`src/rtl/arb_pkg.sv`:
```
// Shared definitions for the round-robin bus arbiter.
//   state_t        : arbiter FSM states (IDLE, GRANT)
//   NUM_REQ        : number of requesters
//   ID_W           : width of a requester index
//   TIMEOUT_DEFAULT: default forced-release limit in GRANT cycles
//   id_to_onehot   : requester index -> one-hot grant vector
package arb_pkg;

    localparam int unsigned NUM_REQ         = 16;
    localparam int unsigned ID_W            = 4;
    localparam int unsigned TIMEOUT_DEFAULT = 64;

    typedef enum logic {
        IDLE  = 1'b0,
        GRANT = 1'b1
    } state_t;

    function automatic logic [NUM_REQ-1:0] id_to_onehot(input logic [ID_W-1:0] id);
        return NUM_REQ'(1) << id;
    endfunction

endpackage

```
`src/rtl/rr_pick.sv`:
```
// Combinational round-robin picker: finds the first set request bit scanning
// upward from last_id+1, wrapping from the top index back to 0.
//   req    : request lines
//   last_id: index of the most recent owner
//   any    : at least one request is set
//   win_id : index of the winning requester (0 when any=0)
module rr_pick
    import arb_pkg::*;
(
    input  logic [NUM_REQ-1:0] req,
    input  logic [ID_W-1:0]    last_id,
    output logic               any,
    output logic [ID_W-1:0]    win_id
);

    logic [ID_W-1:0] idx;

    // Offsets 1..NUM_REQ; ID_W-bit addition wraps naturally, offset NUM_REQ is last_id itself.
    always_comb begin
        any    = 1'b0;
        win_id = '0;
        idx    = '0;
        for (int unsigned i = 0; i < NUM_REQ; i++) begin
            idx = last_id + ID_W'(i + 1);
            if (!any && req[idx]) begin
                any    = 1'b1;
                win_id = idx;
            end
        end
    end

endmodule

```
`src/rtl/bus_arbiter.sv`:
```
// Round-robin bus arbiter with a one-cycle IDLE gap between owners.
// Optional forced release after TIMEOUT grant cycles when ARB_TIMEOUT_EN is defined.
//   clock      : rising-edge clock
//   resetn     : asynchronous active-low reset
//   req        : request lines, one per requester
//   done       : owner releases the bus (sampled only in GRANT)
//   gnt        : registered one-hot grant, zero when no owner
//   gnt_id     : binary index of the owner, valid while busy=1
//   busy       : high while a grant is held
//   timeout_err: one-cycle pulse on forced release (0 without ARB_TIMEOUT_EN)
module bus_arbiter #(
    parameter int unsigned NUM_REQ = arb_pkg::NUM_REQ,
    parameter int unsigned TIMEOUT = arb_pkg::TIMEOUT_DEFAULT
) (
    input  logic                     clock,
    input  logic                     resetn,
    input  logic [NUM_REQ-1:0]       req,
    input  logic                     done,
    output logic [NUM_REQ-1:0]       gnt,
    output logic [arb_pkg::ID_W-1:0] gnt_id,
    output logic                     busy,
    output logic                     timeout_err
);

    import arb_pkg::*;

    state_t            state, state_n;
    logic [NUM_REQ-1:0] gnt_n;
    logic [ID_W-1:0]   gnt_id_n;
    logic              busy_n;
    logic [ID_W-1:0]   last_id, last_id_n;
    logic              pick_any;
    logic [ID_W-1:0]   pick_id;
    logic              free;

`ifdef ARB_TIMEOUT_EN
    localparam int unsigned CNT_W = (TIMEOUT > 2) ? $clog2(TIMEOUT) : 1;

    logic [CNT_W-1:0] cnt, cnt_n;
    logic             err_n;
    logic             expired;

    assign expired = (cnt == CNT_W'(TIMEOUT - 1));
`else
    logic unused_timeout;

    assign unused_timeout = ^TIMEOUT;
    assign timeout_err    = 1'b0;
`endif

    rr_pick u_pick (
        .req     (req),
        .last_id (last_id),
        .any     (pick_any),
        .win_id  (pick_id)
    );

    // Next-state and registered-output logic.
    always_comb begin
        state_n   = state;
        gnt_n     = gnt;
        gnt_id_n  = gnt_id;
        busy_n    = busy;
        last_id_n = last_id;
        free      = 1'b0;
`ifdef ARB_TIMEOUT_EN
        cnt_n     = cnt;
        err_n     = 1'b0;
`endif
        case (state)
            IDLE: begin
                if (pick_any) begin
                    state_n  = GRANT;
                    gnt_n    = id_to_onehot(pick_id);
                    gnt_id_n = pick_id;
                    busy_n   = 1'b1;
`ifdef ARB_TIMEOUT_EN
                    cnt_n    = '0;
`endif
                end
            end
            GRANT: begin
                free = done || !req[gnt_id];
`ifdef ARB_TIMEOUT_EN
                // A normal release on the expiry edge wins over the timeout.
                if (!free && expired) begin
                    free  = 1'b1;
                    err_n = 1'b1;
                end
                cnt_n = cnt + CNT_W'(1);
`endif
                if (free) begin
                    state_n   = IDLE;
                    gnt_n     = '0;
                    busy_n    = 1'b0;
                    last_id_n = gnt_id;
                end
            end
            default: state_n = IDLE;
        endcase
    end

    // State and output registers.
    always_ff @(posedge clock or negedge resetn) begin
        if (!resetn) begin
            state   <= IDLE;
            gnt     <= '0;
            gnt_id  <= '0;
            busy    <= 1'b0;
            last_id <= ID_W'(NUM_REQ - 1);
        end else begin
            state   <= state_n;
            gnt     <= gnt_n;
            gnt_id  <= gnt_id_n;
            busy    <= busy_n;
            last_id <= last_id_n;
        end
    end

`ifdef ARB_TIMEOUT_EN
    // Grant-duration counter and forced-release pulse.
    always_ff @(posedge clock or negedge resetn) begin
        if (!resetn) begin
            cnt         <= '0;
            timeout_err <= 1'b0;
        end else begin
            cnt         <= cnt_n;
            timeout_err <= err_n;
        end
    end
`endif

endmodule
```
`config.mk`:
```
export PLATFORM = sky130hd
export DESIGN_NAME = bus_arbiter
export DESIGN_NICKNAME = d
export VERILOG_FILES = /design/src/rtl/arb_pkg.sv /design/src/rtl/rr_pick.sv /design/src/rtl/bus_arbiter.sv
export SDC_FILE = /design/constraint.sdc
export NUM_CORES = 1
export LEC_CHECK = 0
export ABC_AREA = 1
export BUFFER_PORTS_ARGS = -buffer_cell sky130_fd_sc_hd__buf_2
export CAP_MARGIN = 10
export CORE_ASPECT_RATIO = 1.5
export CORE_MARGIN = 5
export CORE_UTILIZATION = 55
export CTS_CLUSTER_DIAMETER = 120
export DETAILED_ROUTE_END_ITERATION = 10
export PLACE_DENSITY = 0.76
export SYNTH_ARGS = -nofsm -noshare
export SYNTH_HDL_FRONTEND = slang
export SYNTH_HIERARCHICAL = 1
export SYNTH_SLANG_ARGS = --single-unit
```
`constraint.sdc`:
```
create_clock -name clock -period 9.3 [get_ports clock]
set_input_delay 0.465 -clock clock [delete_from_list [all_inputs] [get_ports clock]]
set_output_delay 0.465 -clock clock [all_outputs]
set_load 0.01 [all_outputs]
```
# Yosys cells after proc, flatten, opt, wreduce, memory -nomap -nowiden
# Index checks and enable logic that the tools add are counted.
# W data, S select, Z words.
op_classes:
  add_sub_neg: 15
  n_lt_le_gt_ge: 17
  n_eq_ne: 2
  shifts: 1
  mux: 75
  n_bitwise: 1
  reduce_logical: 35
op_table:
  columns: ["operator", "n"]
  rows:
  - ["$lt A4 B5 Y1 const B", 17]
  - ["$bmux W1 S4", 17]
  - ["$mux W4", 16]
  - ["$mux W1", 37]
  - ["$add A4 B4 Y4 const B", 8]
  - ["$mux W16", 2]
  - ["$pmux W16 S2", 1]
  - ["$add A4 B3 Y4 const B", 4]
  - ["$logic_not A1 Y1", 16]
  - ["$shl A1 B4 Y16 const A", 1]
  - ["$logic_and A1 B1 Y1", 15]
  - ["$add A4 B2 Y4 const B", 2]
  - ["$reduce_and A2 Y1", 3]
  - ["$add A4 B1 Y4 const B", 1]
  - ["$pmux W1 S2", 2]
  - ["$ne A2 B1 Y1 const B", 1]
  - ["$ne A2 B2 Y1 const B", 1]
  - ["$logic_or A1 B1 Y1", 1]
  - ["$not A1 Y1", 1]
word_totals:
  reg_bits: 26
  inputBits: 19
  output_inout_bits: 22
  wordCells: 151

# Depth between registers and ports, before layout
# Gate-level depths: netlist of the first run.
logic_depth:
  ltp_word: 52
  ltp_mapped: 26
  depth_no_buf: 25

# Cells and area by module
# The synthesis of the first run kept the hierarchy.
by_module_without_submodules:
  columns: ["mod", "n_inst", "cells_per_inst", "area_each_um2", "seq_area_each_um2"]
  rows:
  - ["rr_pick", 1, 345, 1811.7, 0.0]
  - ["bus_arbiter", 1, 178, 1456.4, 655.6]

# Worst setup path before layout of the first run
# No wires, ideal clock.
synth_timing:
  kind: "register -> register"
  start: "register last_id[1]"
  end: "register gnt[13]"
  setup_ns: 0.065
  t_arrival_ns: 3.663
  required_time_ns: 9.235
  path_slack_ns: 5.572
  stages_incl_launch_ff: 25
  n_path_buf: 3
  period_less_slack_ns: 3.728
  cell_sequence: "dfstp_2 inv_1 buf_2 ha_1 inv_1 buf_2 nand3_1 nand3_1 nand2_1 nand2_2 nand2_2 nor2_8 nand4_4 nor2_4 nand4_4 nor3_4 nand3_2 nor3_1 nand2_1 nand3_1 clkbuf_1 inv_1 nor3_1 nand2_1 nand2_1"
synth_via:
  elab_chain_cells: 52
  word_cells_on_any_way: 114
  cone_classes: "15 x add/sub; 1 x eq/ne; 1 x shift; 66 x mux; 31 x reduce/logical"
synth_lines:
  columns: ["element", "line_no", "text"]
  rows:
  - ["from (decl)", "bus_arbiter.sv:31", "logic [ID_W-1:0] last_id, last_id_n;"]
  - ["from (signal assigned)", "bus_arbiter.sv:110", "last_id <= ID_W'(NUM_REQ - 1);"]
  - ["from (signal assigned)", "bus_arbiter.sv:116", "last_id <= last_id_n;"]
  - ["$add A4 B1 Y4", "rr_pick.sv:24", "idx = last_id + ID_W'(i + 1);"]
  - ["$bmux W1 S4", "rr_pick.sv:25", "if (!any && req[idx]) begin"]
  - ["$mux W1 (implied by the code)", "rr_pick.sv:25", null]
  - ["$mux W1", "rr_pick.sv:25", null]
  - ["$logic_not A1 Y1", "rr_pick.sv:25", null]
  - ["$logic_and A1 B1 Y1", "rr_pick.sv:25", null]
  - ["$mux W1", "rr_pick.sv:25", null]
  - ["$logic_not A1 Y1", "rr_pick.sv:25", null]
  - ["[... 37 more ...]", null, null]
  - ["$mux W1", "rr_pick.sv:25", null]
  - ["$logic_not A1 Y1", "rr_pick.sv:25", null]
  - ["$logic_and A1 B1 Y1", "rr_pick.sv:25", null]
  - ["$mux W4 *", "rr_pick.sv:25", null]
  - ["via pick_id[2]", "bus_arbiter.sv:33", "logic [ID_W-1:0] pick_id;"]
  - ["$shl A1 B4 Y16 *", "arb_pkg.sv:19", "return NUM_REQ'(1) << id;"]
  - ["$mux W16 *", "bus_arbiter.sv:72", "if (pick_any) begin"]
  - ["$pmux W16 S2 *", "bus_arbiter.sv:70", "case (state)"]
  - ["to (signal assigned)", "bus_arbiter.sv:113", "gnt <= gnt_n;"]
  - ["to (decl)", "bus_arbiter.sv:19", "output logic [NUM_REQ-1:0] gnt,"]
# Mark *: on every way through the listed nets, which the timed path passes. The rest lies on a longest branch. The select of a mux whose other input is x is not followed.
# A chain may end at the register's enable or synchronous reset.

# Worst setup path in the final report of the first run
layout_timing:
  start: "register last_id[1]"
  end: "register gnt[10]"
layout_via:
  word_cells_on_any_way: 114
  cone_classes: "15 x add/sub; 1 x eq/ne; 1 x shift; 66 x mux; 31 x reduce/logical"
layout_rtl:
  columns: ["element", "line_no", "text"]
  rows:
  - ["$add A4 B1 Y4", "rr_pick.sv:24", null]
  - ["$bmux W1 S4", "rr_pick.sv:25", null]
  - ["$mux W1 (implied by the code)", "rr_pick.sv:25", null]
  - ["$mux W1", "rr_pick.sv:25", null]
  - ["$logic_not A1 Y1", "rr_pick.sv:25", null]
  - ["$logic_and A1 B1 Y1", "rr_pick.sv:25", null]
  - ["$mux W1", "rr_pick.sv:25", null]
  - ["$logic_not A1 Y1", "rr_pick.sv:25", null]
  - ["[... 36 more ...]", null, null]
  - ["$logic_and A1 B1 Y1", "rr_pick.sv:25", null]
  - ["$mux W1", "rr_pick.sv:25", null]
  - ["$logic_not A1 Y1", "rr_pick.sv:25", null]
  - ["$logic_and A1 B1 Y1", "rr_pick.sv:25", null]
  - ["$mux W1 *", "rr_pick.sv:25", null]
  - ["via pick_any", "bus_arbiter.sv:32", "logic pick_any;"]
  - ["$ne A2 B2 Y1 (no source line) *", null, null]
  - ["$reduce_and A2 Y1 (no source line) *", null, null]
# Marks and branches as above.

==> key figures, run 1 <==
Worst setup path
  – Depth of the worst register-to-register path: 20
  – Largest driver fanout on the critical path: 27
  – Data required, critical path: 9.46 ns
  – Critical Path Source: last_id[1]
  – Launch point of the worst reg-to-reg path: last_id[1]
  – Type of the worst setup path: reg2reg
  – Endpoint of the most critical register-to-register path: gnt[10]
  – CP endpoint: gnt[10]
  – Data arrival at the endpoint of the critical path: 5.18 ns
  – Setup crit end kind: register
  – Flop-to-flop setup slack: 4.28 ns
  – Type of element launching the critical path: register

Placement
  – Detailed placer's ending HPWL: 7920 µm
  – Cell area after placement: 0.00341 mm²
  – Number of I/O port buffers: 39
  – Routability cong.: 1.00

Route
  – Detailed-route wire length: 9680 µm
  – Starting DRC count in detailed routing: 233
  – Detailed-route vias per instance: 5.71
  – Antenna-violating nets left: 0
  – Via count: 3,548
  – Average routed wire per standard cell: 15.6 µm
  – First-pass iteration count of the detailed router: 5
  – Remaining routing DRC violations: 0

STA
  – Max-Slew Margin vs Limit: 0.463
  – Number of pins exceeding their max-slew limit in the final report: 0
  – Final critical path time including I/O delays and setup: 5.02 ns
  – TNS Setup: 0 ns
  – Max Clk Rate: 199 MHz
  – Slew at the pin with the worst max-slew slack: 0.802 ns
  – Number of setup violations in the final report: 0
  – Fin crit share: 0.540
  – RSZ-0062 raised after global routing: false
  – Final Hold Vio Count: 0
  – Maximum clock skew at final layout: 0.00492 ns

Synth
  – Mapped Area: 0.00327 mm²
  – Top post-synthesis cells by area: sky130_fd_sc_hd__nand2_1 (18%), sky130_fd_sc_hd__nand3_1 (17%), sky130_fd_sc_hd__dfrtp_1 (17%)
  – Sequential element share of the synthesized area: 0.201
  – Area share of the largest cell type after synthesis: 0.176
  – Post-Synthesis Cells: 523
  – Number of warnings issued by yosys: 6
  – Synth Area per Inst: 6.25 µm²
  – Post-synthesis cell type count: 39
  – Net count after synthesis: 550
  – Post-synth top area cell: sky130_fd_sc_hd__nand2_1
  – Number of synthesized register bits: 26

Run status
  – Result of the run: finished clean

Clocking
  – Number of H-tree branching levels: 1
  – Clock insertion delay at the later pin of the skew report: 0.27 ns
  – Total of hold buffers inserted after clock tree synthesis: 0
  – CTS tree: done
  – Cts bufs inserted: 3
  – Clock transition time at the flip-flop clock pins of the worst setup and hold paths: 0.09 ns
  – Longest Clk Path Bufs: 2
  – CTS Root Buffer Type: sky130_fd_sc_hd__clkbuf_8
  – Post-CTS repair timing setup buffer count: 0
  – Post-cts gate resize count: 0
  – Sink Count: 26

Cells and area
  – Multi-input combinational cell area: 0.00225 mm²
  – Share of post-route cells with drive strength above 1: 0.184
  – Finished layout cell area: 0.00346 mm²
  – Area growth syn-to-layout: 6.01%
  – Number of inserted diodes: 0
  – Reg area: 656 µm²
  – Net count, final: 577
  – Fillers: 599

Die
  – Total I/O pin count: 41
  – Starting density of the core: 0.565
  – Die outline width: 72.9 µm
  – Core box area: 0.00579 mm²
  – Floorplan row count: 34
  – Height of the die: 104 µm
  – Die outline area: 0.00762 mm²

Run
  – Count of maximum capacitance violations: 0

Global routing
  – Maximum number of pins on one net before global-route repair: 28
  – Number of global-route vias before repair: 3,317
  – Antenna violations before repair: 0
  – Global-route wire length before repair: 15,700 µm
  – Gr ovfl total: 0
  – Global router's overall resource usage: 0.260

Min path
  – Class of the worst hold path: in2async
[how the worst min path moves through the flow]
stage,startpoint,endpoint,slack (ns),depth (start not counted)
after floorplan,resetn,busy,0.17,0
after global placement,busy,busy,0.46,2
after detailed placement,busy,busy,0.46,2
after CTS,resetn,gnt[6],0.18,1
after global routing,resetn,gnt[6],0.21,1
final,resetn,gnt[4],0.18,1
[cell type report]
class	instances	share of cell area
inverter	56	0.0643
timing repair buffer	39	0.0563
multi-input combinational	424	0.648
tap	72	0.0260
clock buffer	4	0.0159
sequential	26	0.189
[registers in the layout, summed over array words and instances (netlist names)]
signal and count:
gnt_id 4, last_id 4, gnt 16, busy 1
state 1
[logic make-up after synthesis]
| family | Yosys count | synth area share |
|---|---|---|
| AOI/OAI and AO/OA | 29 | 0.0536 |
| xor gates and xnor gates | 9 | 0.0333 |
| adders and majority gates | 8 | 0.0306 |
| buffers and inverters | 73 | 0.112 |
| DFF | 26 | 0.201 |
| other | 1 | 0.00115 |
| and+or+nand+nor | 377 | 0.569 |
[cells in the mapped netlist (all sizes together)]
library cell / count
nand2: 166
nand3: 132
inv: 56
nor2: 47
dfrtp: 22
nand4: 21
buf: 16
o21ai: 10
a21oi: 9
ha: 8
nor3: 8
xor2: 7
dfstp: 4
o21a: 4
a31oi: 3
nor4: 3
o211ai: 2
xnor2: 2
a31o: 1
clkbuf: 1
conb: 1
[metal layers]
metal | track usage | share of wire
met1 | 0.287 | 0.37
met5 | 0 | 0
met4 | 0.136 | 0.048
met2 | 0.475 | 0.54
met3 | 0.0184 | 0.035
[per-stage QoR]
stage | worst slack (ns) | hold WS (ns) | util | instances
after floorplan | 5.57 | 0.169 | - | 523
after global placement | 4.48 | 0.457 | 0.589 | 617
after detailed placement | 4.32 | 0.461 | 0.589 | 617
after CTS | 4.31 | 0.183 | 0.599 | 621
after global routing | 3.81 | 0.214 | 0.599 | 621
final | 4.28 | 0.179 | 0.599 | 621
[cells in the final DEF (no fill, tap or decap), types with 9 or more instances in the layout]
cell | Yosys | layout
sky130_fd_sc_hd__nand2_1 | 153 | 153
sky130_fd_sc_hd__nand3_1 | 113 | 113
sky130_fd_sc_hd__inv_1 | 50 | 50
sky130_fd_sc_hd__nor2_1 | 41 | 41
sky130_fd_sc_hd__buf_2 | 8 | 39
sky130_fd_sc_hd__dfrtp_1 | 22 | 22
sky130_fd_sc_hd__nand3_2 | 19 | 19
sky130_fd_sc_hd__nand4_1 | 19 | 19
sky130_fd_sc_hd__nand2_2 | 12 | 12
sky130_fd_sc_hd__a21oi_1 | 9 | 9
[critical path, stage by stage (launching register included)]
cell                      delay (ns)
sky130_fd_sc_hd__dfstp_2        0.74
sky130_fd_sc_hd__inv_1          0.32
sky130_fd_sc_hd__ha_1           0.54
sky130_fd_sc_hd__inv_1          0.42
sky130_fd_sc_hd__nand3_1        0.21
sky130_fd_sc_hd__nand3_2        0.13
sky130_fd_sc_hd__nand2_1        0.08
sky130_fd_sc_hd__nand2_2        0.08
sky130_fd_sc_hd__nand2_2        0.12
sky130_fd_sc_hd__nor2_8         0.19
sky130_fd_sc_hd__nand4_4        0.12
sky130_fd_sc_hd__nor2_4         0.15
sky130_fd_sc_hd__nand4_4        0.12
sky130_fd_sc_hd__nor3_4         0.24
sky130_fd_sc_hd__nand3_2        0.14
sky130_fd_sc_hd__nor2_2         0.18
sky130_fd_sc_hd__nand3_1        0.14
sky130_fd_sc_hd__nand2_2        0.52
sky130_fd_sc_hd__nor2_1         0.24
sky130_fd_sc_hd__nand4_1        0.15
sky130_fd_sc_hd__nand2_1        0.07
Power of run 1 is left out: the tool's default activity adds up to more than one toggle a clock period on the data nets, which glitch-free logic cannot reach.
==> inputs of run 2 (changes only) <==
- clock period: 9.3 -> 4.8 ns (I/O delays scaled with it)
==> run 2 against run 1 <==
- worst hold slack better by 0.13 ns
- critical path type unchanged
- global-route usage up 0.98 points
- core utilization up 1.5 points
==> key figures, run 2 (same netlist as run 1, synthesis figures left out) <==
Route
  – Starting DRC count in detailed routing: 330 (was 233)
  – Detailed-route vias per instance: 5.80 (was 5.71)
  – First-pass iteration count of the detailed router: 5 (unchanged)
  – Remaining routing DRC violations: 0 (unchanged)
  – Detailed-route wire length: 10,000 µm (was 9680 µm)
  – Antenna-violating nets left: 0 (unchanged)
  – Via count: 3,667 (was 3,548)
  – Average routed wire per standard cell: 15.9 µm (was 15.6 µm)

Clocking
  – Sink Count: 26 (unchanged)
  – Post-cts gate resize count: 0 (unchanged)
  – Clock transition time at the flip-flop clock pins of the worst setup and hold paths: 0.08 ns (was 0.09 ns)
  – Clock insertion delay at the later pin of the skew report: 0.27 ns (about the same)
  – Post-CTS repair timing setup buffer count: 0 (unchanged)
  – CTS tree: done (unchanged)
  – CTS Root Buffer Type: sky130_fd_sc_hd__clkbuf_8 (unchanged)
  – Total of hold buffers inserted after clock tree synthesis: 1 (was 0)
  – Longest Clk Path Bufs: 2 (unchanged)
  – Cts bufs inserted: 3 (unchanged)
  – Number of H-tree branching levels: 1 (unchanged)

Placement
  – Placed Cells incl. Taps: 627 (was 617)
  – Detailed placer's ending HPWL: 8140 µm (was 7920 µm)
  – Post-Place Setup Slack: 0.878 ns (was 4.32 ns)
  – Routability cong.: 0.918 (was 1.00)
  – Number of I/O port buffers: 39 (unchanged)

STA
  – Maximum clock skew at final layout: 0.00260 ns (was 0.00492 ns)
  – Number of setup violations in the final report: 0 (unchanged)
  – TNS Setup: 0 ns (unchanged)
  – RSZ-0062 raised after global routing: false (unchanged)
  – Final critical path time including I/O delays and setup: 4.00 ns (was 5.02 ns)
  – Max Clk Rate: 250 MHz (was 199 MHz)
  – Slew at the pin with the worst max-slew slack: 0.786 ns (was 0.802 ns)
  – Fin crit share: 0.833 (was 0.540)
  – Max-Slew Margin vs Limit: 0.473 (was 0.463)
  – Post-route worst setup slack: 0.801 ns (was 4.28 ns)
  – Final Hold Vio Count: 0 (unchanged)
  – Number of pins exceeding their max-slew limit in the final report: 0 (unchanged)

Worst setup path
  – Endpoint of the most critical register-to-register path: gnt[2] (was gnt[10])
  – Largest driver fanout on the critical path: 9 (was 27)
  – Depth of the worst register-to-register path: 21 (was 20)
  – Flop-to-flop setup slack: 0.80 ns (was 4.28 ns)
  – Data required, critical path: 5.01 ns (was 9.46 ns)
  – Data arrival at the endpoint of the critical path: 4.21 ns (was 5.18 ns)
  – Type of the worst setup path: reg2reg (unchanged)
  – Critical Path Source: last_id[1] (unchanged)
  – CP endpoint: gnt[2] (was gnt[10])
  – Launch point of the worst reg-to-reg path: last_id[1] (unchanged)
  – Setup crit end kind: register (unchanged)
  – Type of element launching the critical path: register (unchanged)

Die
  – Core box area: 0.00579 mm² (unchanged)
  – Die outline width: 72.9 µm (unchanged)
  – Die outline area: 0.00762 mm² (unchanged)
  – Height of the die: 104 µm (unchanged)
  – Total I/O pin count: 41 (unchanged)
  – Floorplan row count: 34 (unchanged)
  – Starting density of the core: 0.565 (unchanged)

Cells and area
  – Number of inserted diodes: 0 (unchanged)
  – Area growth syn-to-layout: 8.69% (was 6.01%)
  – Biggest regs: gnt (16), gnt_id (4), last_id (4) (unchanged)
  – Final Instance Count excl. Fillers: 632 (was 621)
  – Flip-flop count of the largest register, all copies and words added: 16 (unchanged)
  – Most common cell after layout, fill and taps aside: sky130_fd_sc_hd__nand2_1 (unchanged)
  – Most flops, register: gnt (unchanged)
  – Net count, final: 588 (was 577)
  – Most frequent cells in the layout: sky130_fd_sc_hd__nand2_1 (153), sky130_fd_sc_hd__nand3_1 (113), sky130_fd_sc_hd__inv_1 (50) (unchanged)
  – Share of post-route cells with drive strength above 1: 0.196 (was 0.184)
  – Fillers: 616 (was 599)

Global routing
  – Antenna violations before repair: 0 (unchanged)
  – Gr ovfl total: 0 (unchanged)
  – Global router's overall resource usage: 0.270 (was 0.260)
  – Number of global-route vias before repair: 3,524 (was 3,317)
  – Maximum number of pins on one net before global-route repair: 27 (was 28)
  – Global-route wire length before repair: 16,500 µm (was 15,700 µm)

Min path
  – Hold Path Cell Cnt: 4
  – Class of the worst hold path: in2reg (was in2async)

Run
  – Count of maximum capacitance violations: 0 (unchanged)

Run status
  – Result of the run: finished clean (unchanged)
-- run 2: layer usage --
metal  track usage  vias to the layer above  share of wire
li1              -                     1799              -
met1         0.304                     1709           0.38
met5             0                        -              0
met2         0.486                      126           0.53
met3        0.0174                       33          0.040
met4         0.144                        0          0.054
-- run 2: through the flow --
step | cell area, µm² | hold slack, ns | util
4_1_cts | 3550 | 0.298 | 0.614
3_5_place_dp | 3500 | 0.265 | 0.604
2_1_floorplan | 3270 | -0.0556 | -
3_3_place_gp | 3500 | 0.258 | 0.604
6_report | 3550 | 0.310 | 0.614
5_1_grt | 3550 | 0.332 | 0.614
-- run 2: critical path, stage by stage, from the launching register on --
cell                      delay, ns
sky130_fd_sc_hd__dfstp_2       0.54
sky130_fd_sc_hd__inv_1         0.05
sky130_fd_sc_hd__ha_1          0.38
sky130_fd_sc_hd__inv_1         0.25
sky130_fd_sc_hd__nand3_1       0.19
sky130_fd_sc_hd__nand3_2       0.13
sky130_fd_sc_hd__nand2_1       0.08
sky130_fd_sc_hd__nand2_2       0.09
sky130_fd_sc_hd__nand2_2       0.12
sky130_fd_sc_hd__nor2_8        0.18
sky130_fd_sc_hd__nand4_4       0.12
sky130_fd_sc_hd__nor2_4        0.15
sky130_fd_sc_hd__nand4_4       0.12
sky130_fd_sc_hd__nor3_4        0.24
sky130_fd_sc_hd__nand3_2       0.14
sky130_fd_sc_hd__nor2_2        0.17
sky130_fd_sc_hd__nand4_1       0.12
sky130_fd_sc_hd__nand3_1       0.28
sky130_fd_sc_hd__inv_1         0.17
sky130_fd_sc_hd__nor4_1        0.28
sky130_fd_sc_hd__nand2_1       0.10
sky130_fd_sc_hd__nand2_1       0.06
-- run 2: how the worst min path moves through the flow --
stage	start	end	slack (ns)
6_report	done	state	0.31
5_1_grt	done	state	0.33
4_1_cts	done	state	0.30
3_5_place_dp	resetn	gnt[14]	0.27
3_3_place_gp	resetn	gnt[6]	0.26
2_1_floorplan	resetn	busy	-0.06
-- run 2: area by class of cell --
| cell class | instances | area (µm²) | area share |
|---|---|---|---|
| Inverter | 56 | 223 | 0.0627 |
| Multi-Input combinational cell | 424 | 2250 | 0.632 |
| Clock buffer | 4 | 45.0 | 0.0127 |
| Timing Repair Buffer | 50 | 293 | 0.0824 |
| Sequential cell | 26 | 656 | 0.185 |
| Tap cell | 72 | 90.1 | 0.0254 |
Power of run 2 is left out for the same reason.
